===== config.mk =====
export PLATFORM = sky130hd
export DESIGN_NAME = led_sequence_player_flat
export DESIGN_NICKNAME = d
export VERILOG_FILES = /design/src/rtl/led_sequence_player_if.sv /design/src/rtl/led_sequence_player.sv /design/src/flat_wrapper.sv
export SDC_FILE = /design/constraint.sdc
export NUM_CORES = 1
export LEC_CHECK = 0
export BUFFER_PORTS_ARGS = -buffer_cell sky130_fd_sc_hd__clkbuf_2
export CORE_ASPECT_RATIO = 0.75
export CORE_UTILIZATION = 50
export CTS_BUF_LIST = sky130_fd_sc_hd__clkbuf_8
export DETAILED_ROUTE_END_ITERATION = 8
export GPL_TIMING_DRIVEN = 0
export PLACE_DENSITY = 0.71
export SYNTH_ARGS = -nofsm -noshare
export SYNTH_HDL_FRONTEND = slang
export SYNTH_SLANG_ARGS = --single-unit

===== constraint.sdc =====
create_clock -name i_Clk -period 1.9 [get_ports i_Clk]
set_clock_uncertainty 0.1 [all_clocks]
set_input_delay 0.38 -clock i_Clk [delete_from_list [all_inputs] [get_ports i_Clk]]
set_output_delay 0.38 -clock i_Clk [all_outputs]
set_load 0.01 [all_outputs]

===== src/rtl/led_sequence_player_if.sv =====
// Handshake/bus bundle between the game controller and the LED sequence player.
//   master : game controller side (drives start/abort/length/pattern, reads status + LEDs)
//   slave  : player side (reads the request, drives busy/done/index and the 4 LEDs)
// Ports carried:
//   i_Start, i_Abort         request controls
//   i_Length [3:0]           entries to play (clamped to MAX_LEN by the player)
//   i_Pattern[2*MAX_LEN-1:0] entry k = i_Pattern[2k+1:2k]
//   o_Busy, o_Done           playback status, done is a one-cycle pulse
//   o_Index [3:0]            entry being played, 0 when not playing
//   o_LED_1..o_LED_4         one-hot LED drive
interface led_sequence_player_if #(
    parameter int MAX_LEN = 11
);
    logic                   i_Start;
    logic                   i_Abort;
    logic [3:0]             i_Length;
    logic [2*MAX_LEN-1:0]   i_Pattern;
    logic                   o_Busy;
    logic                   o_Done;
    logic [3:0]             o_Index;
    logic                   o_LED_1;
    logic                   o_LED_2;
    logic                   o_LED_3;
    logic                   o_LED_4;

    modport master (
        output i_Start, i_Abort, i_Length, i_Pattern,
        input  o_Busy, o_Done, o_Index, o_LED_1, o_LED_2, o_LED_3, o_LED_4
    );

    modport slave (
        input  i_Start, i_Abort, i_Length, i_Pattern,
        output o_Busy, o_Done, o_Index, o_LED_1, o_LED_2, o_LED_3, o_LED_4
    );
endinterface


===== src/rtl/led_sequence_player.sv =====
// Plays a latched sequence of 2-bit LED codes onto four one-hot LEDs.
// Each entry is shown as an OFF phase followed by an ON phase, each lasting
// CLKS_PER_STEP cycles. Start/busy/done handshake with abort.
// Ports:
//   i_Clk    system clock
//   i_Reset  synchronous, active-high reset
//   bus      led_sequence_player_if.slave (start/abort/length/pattern in,
//            busy/done/index/LEDs out)
// All outputs come straight from flops; nothing combinational from inputs.
module led_sequence_player #(
    parameter int CLKS_PER_STEP = 6250000,
    parameter int MAX_LEN       = 11
) (
    input  logic                  i_Clk,
    input  logic                  i_Reset,
    led_sequence_player_if.slave  bus
);

    localparam int              CNT_W  = $clog2(CLKS_PER_STEP);
    localparam logic [CNT_W-1:0] CNT_TC = CNT_W'(CLKS_PER_STEP - 1);
    localparam logic [3:0]      LEN_MAX = 4'(MAX_LEN);

    typedef enum logic [1:0] {S_IDLE, S_OFF, S_ON, S_DONE} state_t;

    state_t                   state_q, state_d;
    logic [CNT_W-1:0]         cnt_q,   cnt_d;
    logic [3:0]               idx_q,   idx_d;
    logic [3:0]               len_q,   len_d;
    logic [MAX_LEN-1:0][1:0]  pat_q,   pat_d;
    logic                     busy_q,  busy_d;
    logic                     done_q,  done_d;
    logic [3:0]               led_q,   led_d;

    logic [3:0] len_eff;
    logic [1:0] cur_code;
    logic       cnt_tc;

    assign len_eff  = (bus.i_Length > LEN_MAX) ? LEN_MAX : bus.i_Length;
    assign cur_code = pat_q[idx_q];
    assign cnt_tc   = (cnt_q == CNT_TC);

    always_comb begin
        state_d = state_q;
        cnt_d   = cnt_q;
        idx_d   = idx_q;
        len_d   = len_q;
        pat_d   = pat_q;
        busy_d  = busy_q;
        led_d   = led_q;
        done_d  = 1'b0;

        case (state_q)
            S_IDLE: begin
                // Start wins over abort here; abort only acts once busy.
                if (bus.i_Start) begin
                    pat_d = bus.i_Pattern;
                    len_d = len_eff;
                    cnt_d = '0;
                    idx_d = 4'd0;
                    led_d = 4'b0000;
                    if (len_eff == 4'd0) begin
                        state_d = S_DONE;
                        done_d  = 1'b1;
                        busy_d  = 1'b0;
                    end else begin
                        state_d = S_OFF;
                        busy_d  = 1'b1;
                    end
                end
            end

            S_OFF, S_ON: begin
                if (bus.i_Abort) begin
                    state_d = S_IDLE;
                    cnt_d   = '0;
                    idx_d   = 4'd0;
                    busy_d  = 1'b0;
                    led_d   = 4'b0000;
                end else if (!cnt_tc) begin
                    cnt_d = cnt_q + 1'b1;
                end else if (state_q == S_OFF) begin
                    // LED is loaded together with the state so it is lit
                    // exactly during the ON phase.
                    cnt_d   = '0;
                    state_d = S_ON;
                    led_d   = 4'b0001 << cur_code;
                end else begin
                    cnt_d = '0;
                    led_d = 4'b0000;
                    if (idx_q == len_q - 4'd1) begin
                        state_d = S_DONE;
                        done_d  = 1'b1;
                        busy_d  = 1'b0;
                        idx_d   = 4'd0;
                    end else begin
                        state_d = S_OFF;
                        idx_d   = idx_q + 4'd1;
                    end
                end
            end

            S_DONE: begin
                // Start is deliberately ignored for this one cycle.
                state_d = S_IDLE;
            end

            default: begin
                state_d = S_IDLE;
                busy_d  = 1'b0;
                idx_d   = 4'd0;
                led_d   = 4'b0000;
            end
        endcase
    end

    always_ff @(posedge i_Clk) begin
        if (i_Reset) begin
            state_q <= S_IDLE;
            cnt_q   <= '0;
            idx_q   <= 4'd0;
            len_q   <= 4'd0;
            pat_q   <= '0;
            busy_q  <= 1'b0;
            done_q  <= 1'b0;
            led_q   <= 4'b0000;
        end else begin
            state_q <= state_d;
            cnt_q   <= cnt_d;
            idx_q   <= idx_d;
            len_q   <= len_d;
            pat_q   <= pat_d;
            busy_q  <= busy_d;
            done_q  <= done_d;
            led_q   <= led_d;
        end
    end

    assign bus.o_Busy  = busy_q;
    assign bus.o_Done  = done_q;
    assign bus.o_Index = idx_q;
    assign bus.o_LED_1 = led_q[0];
    assign bus.o_LED_2 = led_q[1];
    assign bus.o_LED_3 = led_q[2];
    assign bus.o_LED_4 = led_q[3];

endmodule


===== src/flat_wrapper.sv =====
// flat-port wrapper written by rule: the top's interface ports become plain ports
module led_sequence_player_flat 
#(
    parameter int CLKS_PER_STEP = 6250000,
    parameter int MAX_LEN       = 11
)
  (i_Clk, i_Reset, bus_i_Start, bus_i_Abort, bus_i_Length, bus_i_Pattern, bus_o_Busy, bus_o_Done, bus_o_Index, bus_o_LED_1, bus_o_LED_2, bus_o_LED_3, bus_o_LED_4);
  led_sequence_player_if #(.MAX_LEN(MAX_LEN)) bus_i ();
  input  logic i_Clk;
  input  logic i_Reset;
  input wire logic [$bits(bus_i.i_Start)-1:0] bus_i_Start;
  input wire logic [$bits(bus_i.i_Abort)-1:0] bus_i_Abort;
  input wire logic [$bits(bus_i.i_Length)-1:0] bus_i_Length;
  input wire logic [$bits(bus_i.i_Pattern)-1:0] bus_i_Pattern;
  output wire logic [$bits(bus_i.o_Busy)-1:0] bus_o_Busy;
  output wire logic [$bits(bus_i.o_Done)-1:0] bus_o_Done;
  output wire logic [$bits(bus_i.o_Index)-1:0] bus_o_Index;
  output wire logic [$bits(bus_i.o_LED_1)-1:0] bus_o_LED_1;
  output wire logic [$bits(bus_i.o_LED_2)-1:0] bus_o_LED_2;
  output wire logic [$bits(bus_i.o_LED_3)-1:0] bus_o_LED_3;
  output wire logic [$bits(bus_i.o_LED_4)-1:0] bus_o_LED_4;
  assign bus_i.i_Start = bus_i_Start;
  assign bus_i.i_Abort = bus_i_Abort;
  assign bus_i.i_Length = bus_i_Length;
  assign bus_i.i_Pattern = bus_i_Pattern;
  assign bus_o_Busy = bus_i.o_Busy;
  assign bus_o_Done = bus_i.o_Done;
  assign bus_o_Index = bus_i.o_Index;
  assign bus_o_LED_1 = bus_i.o_LED_1;
  assign bus_o_LED_2 = bus_i.o_LED_2;
  assign bus_o_LED_3 = bus_i.o_LED_3;
  assign bus_o_LED_4 = bus_i.o_LED_4;
  led_sequence_player #(.CLKS_PER_STEP(CLKS_PER_STEP), .MAX_LEN(MAX_LEN)) u_core (.i_Clk(i_Clk), .i_Reset(i_Reset), .bus(bus_i));
endmodule

==> impl_metrics.env <==
export IMPL_status="finished, violations left"
export IMPL_violations="setup timing"
export IMPL_rsz0062_at_grt="yes"
export IMPL_hold_class="in2reg"
export IMPL_gp_congestion=0.762
export IMPL_maxSlewHeadroom=0.587
export IMPL_synth_seq_cells=61
export IMPL_pwr_share_clk=0.275
export IMPL_htree_levels=3
export IMPL_clock_fmax_mhz=491
export IMPL_portBuffers=38
export IMPL_drtAntennaViolNets=0
export IMPL_final_cell_count_no_fill=498
export IMPL_clk_latency_ns=0.35
export IMPL_dp_hpwl_um=4950
export IMPL_ys_flop_type="dfxtp_1"
export IMPL_die_area_mm2=0.00628
export IMPL_numClockSinks=61
export IMPL_finalCriticalPeriod_ns=2.04
export IMPL_dp_cells=458
export IMPL_first_pass_iters=4
export IMPL_clk_pin_slew_ns=0.07
export IMPL_synth_area_mm2=0.00298
export IMPL_seq_area_frac_synth=0.410
export IMPL_ys_types=57
export IMPL_grt_pass1_vias=2519
export IMPL_fp_dieW_um=91.2
export IMPL_multi_input_area_mm2=0.00194
export IMPL_core_area_mm2=0.00555
export IMPL_final_core_util=0.720
export IMPL_required_ns=2.08
export IMPL_dieHeight_um=68.9
export IMPL_wl_per_cell_um=16.7
export IMPL_final_cell_mix="57 x nand2_1, 49 x dfxtp_1, 42 x clkbuf_2, 34 x a21oi_1, 23 x nor2_1"
export IMPL_tightest_slew_ns=0.614
export IMPL_ys_warn_count=0
export IMPL_ff2ff_setup_slack_ns=-0.14
export IMPL_num_antenna_cells=0
export IMPL_power_switching_w=0.00153
export IMPL_p_int_w=0.00274
export IMPL_sw_frac_of_total=0.357
export IMPL_seqCellArea_mm2=0.00125
export IMPL_drc=0
export IMPL_setup_ws_ns=-0.137
export IMPL_crit_chain="or4b_4 -> nor4_4 -> a21oi_4 -> or4_1 -> a21oi_1"
export IMPL_start_util=0.537
export IMPL_p_per_area_mw_per_mm2=1070
export IMPL_synth_edf_count=0
export IMPL_crit_fanout=5
export IMPL_ctsLongestPathBuffers=2
export IMPL_cellLeakagePower_nw=1.51
export IMPL_synth_area_per_cell_um2=8.64
export IMPL_postSynthNetCount=382
export IMPL_nFillCells=408
export IMPL_syn_inst=345
export IMPL_post_route_period_util=1.07
export IMPL_start_kind="flip-flop"
export IMPL_drt_total_wl_um=8340
export IMPL_cts_tree="built"
export IMPL_max_cap_violations=0
export IMPL_layout_nets=455
export IMPL_grt_max_degree=12
export IMPL_path_buf_inv=0
export IMPL_vias=2804
export IMPL_critPathMaxStageDelay_ns=0.58
export IMPL_area_growth_syn_to_layout_pct=34.2
export IMPL_slowest_stage="or4b_4"
export IMPL_crit_type="reg2reg"
export IMPL_grt_total_usage=0.270
export IMPL_antenna_found_initial=0
export IMPL_cp_top_family="simple AND/OR/NAND/NOR gates"
export IMPL_arrival_ns=2.22
export IMPL_first_iter_violations=236
export IMPL_cts_made_buffers=9
export IMPL_final_max_slew_viol_count=0
export IMPL_pwr_share_seq=0.358
export IMPL_cp_end_kind="flip-flop"
export IMPL_timing_final_hold_violations=0
export IMPL_io_pins=40
export IMPL_root_buffer="clkbuf_8"
export IMPL_drive_gt1_frac=0.376
export IMPL_peakVddDrop_mv=0.836
export IMPL_overflow=0
export IMPL_num_rows=23
export IMPL_grt_pass1_wl_um=12600
export IMPL_avgViaCountPerCell=5.63
export IMPL_final_common_cell="nand2_1"
export IMPL_finalSetupViolations=32
export IMPL_async_flop_share=0
export IMPL_power_frac_comb=0.367
-- timing repair --
item / CTS / global route
pin swaps: 36 / 15
endpoints found under the setup margin: 55 / 53
gates resized for setup: 47 / 40
hold buffers: 0 / 0
setup buffers: 19 / 4
gates cloned: 2 / 0
-- registers in the layout, summed over array words and instances, names as in the netlist --
signal,flops
u_core.cnt_q,23
u_core.len_q,4
u_core.bus.o_Index,4
u_core.bus.o_Done,1
u_core.led_q,4
u_core.state_q,2
u_core.pat_q,22
u_core.bus.o_Busy,1
-- tightest hold or removal path, cell delays in order --
cell and delay [ns]:
clkbuf_2 0.08, nand2_1 0.04, a21oi_1 0.05
-- power groups by stage --
stage / registers [W] / clock network, W / logic, W
after global placement: 0.00154 / 0 / 0.000989
after detailed placement: 0.00155 / 0 / 0.00102
final: 0.00153 / 0.00117 / 0.00157
after global routing: 0.00154 / 0.00123 / 0.00169
after floorplan: 0.00152 / 0 / 0.000772
after CTS: 0.00152 / 0.00117 / 0.00131
-- routing by layer --
metal  share of wire  vias to the layer above  wire length, um  global-route usage
li1                -                     1352                -                   -
met5               0                        -                0                   0
met2            0.45                      117             3760               0.414
met4           0.023                        0              188               0.119
met3           0.066                       23              553              0.0625
met1            0.46                     1312             3840               0.370
-- area by class of cell --
cell class,instances,share of cell area
flip-flops and latches,61,0.311
well taps,75,0.0235
clock inverters,6,0.0156
repair buffers,63,0.100
plain buffers,15,0.0256
clock buffers,10,0.0344
inverters,6,0.00563
multi-input cells,262,0.484
-- cells by family (layout without fill, tap and decap cells) --
group,count (synthesis),after routing,synth area share
muxes,11,11,0.0499
DFF,61,61,0.410
AOI/OAI and AO/OA,58,58,0.115
adders and majority gates,7,7,0.0294
xor gates and xnor gates,28,28,0.0822
buffers and inverters,22,100,0.0365
and+or+nand+nor,158,158,0.277
-- path summary, 6_finish.rpt --
| kind | start | end | depth (start not counted) |
|---|---|---|---|
| setup / recovery | u_core.cnt_q[4]$_SDFFE_PP0P_ | u_core.bus.o_Index[2]$_SDFFE_PP0P_ | 5 |
| hold / removal | bus_i_Pattern[10] | u_core.pat_q[10]$_SDFFE_PP0P_ | 3 |
| setup reg to reg | u_core.cnt_q[4]$_SDFFE_PP0P_ | u_core.bus.o_Index[2]$_SDFFE_PP0P_ | 5 |
| hold reg to reg | u_core.pat_q[4]$_SDFFE_PP0P_ | u_core.pat_q[4]$_SDFFE_PP0P_ | 2 |
-- Yosys cell counts (3+ instances only) --
master,count,share of area
nand3_1,11,0.018
o21ai_0,5,0.0084
xnor2_1,10,0.029
nor2_1,37,0.047
xor2_1,18,0.053
nand4_1,10,0.021
or4_1,3,0.0076
nand3b_1,3,0.0076
a21oi_1,37,0.062
and2_1,3,0.0063
nand2b_1,3,0.0063
mux4_2,3,0.023
dfxtp_1,61,0.41
ha_1,7,0.029
clkbuf_1,8,0.010
nand2_1,57,0.072
inv_1,6,0.0076
nor3_1,4,0.0067
mux2i_1,7,0.024
nor2b_1,3,0.0063
-- stage by stage --
stage | cell area, um2 | power [W] | setup WS, ns | hold slack (ns) | setup TNS (ns)
finish | 4000 | 0.00427 | -0.137 | 0.141 | -2.33
global route | 4000 | 0.00446 | -0.203 | 0.148 | -3.61
CTS | 3820 | 0.00400 | -0.150 | 0.137 | -1.91
detailed placement | 3280 | 0.00257 | -0.452 | 0.345 | -11.93
global placement | 3280 | 0.00253 | -0.457 | 0.342 | -9.95
floorplan | 3000 | 0.00229 | -0.0895 | 0.332 | -0.646
Note: power is estimated with default switching activity, not from simulation.
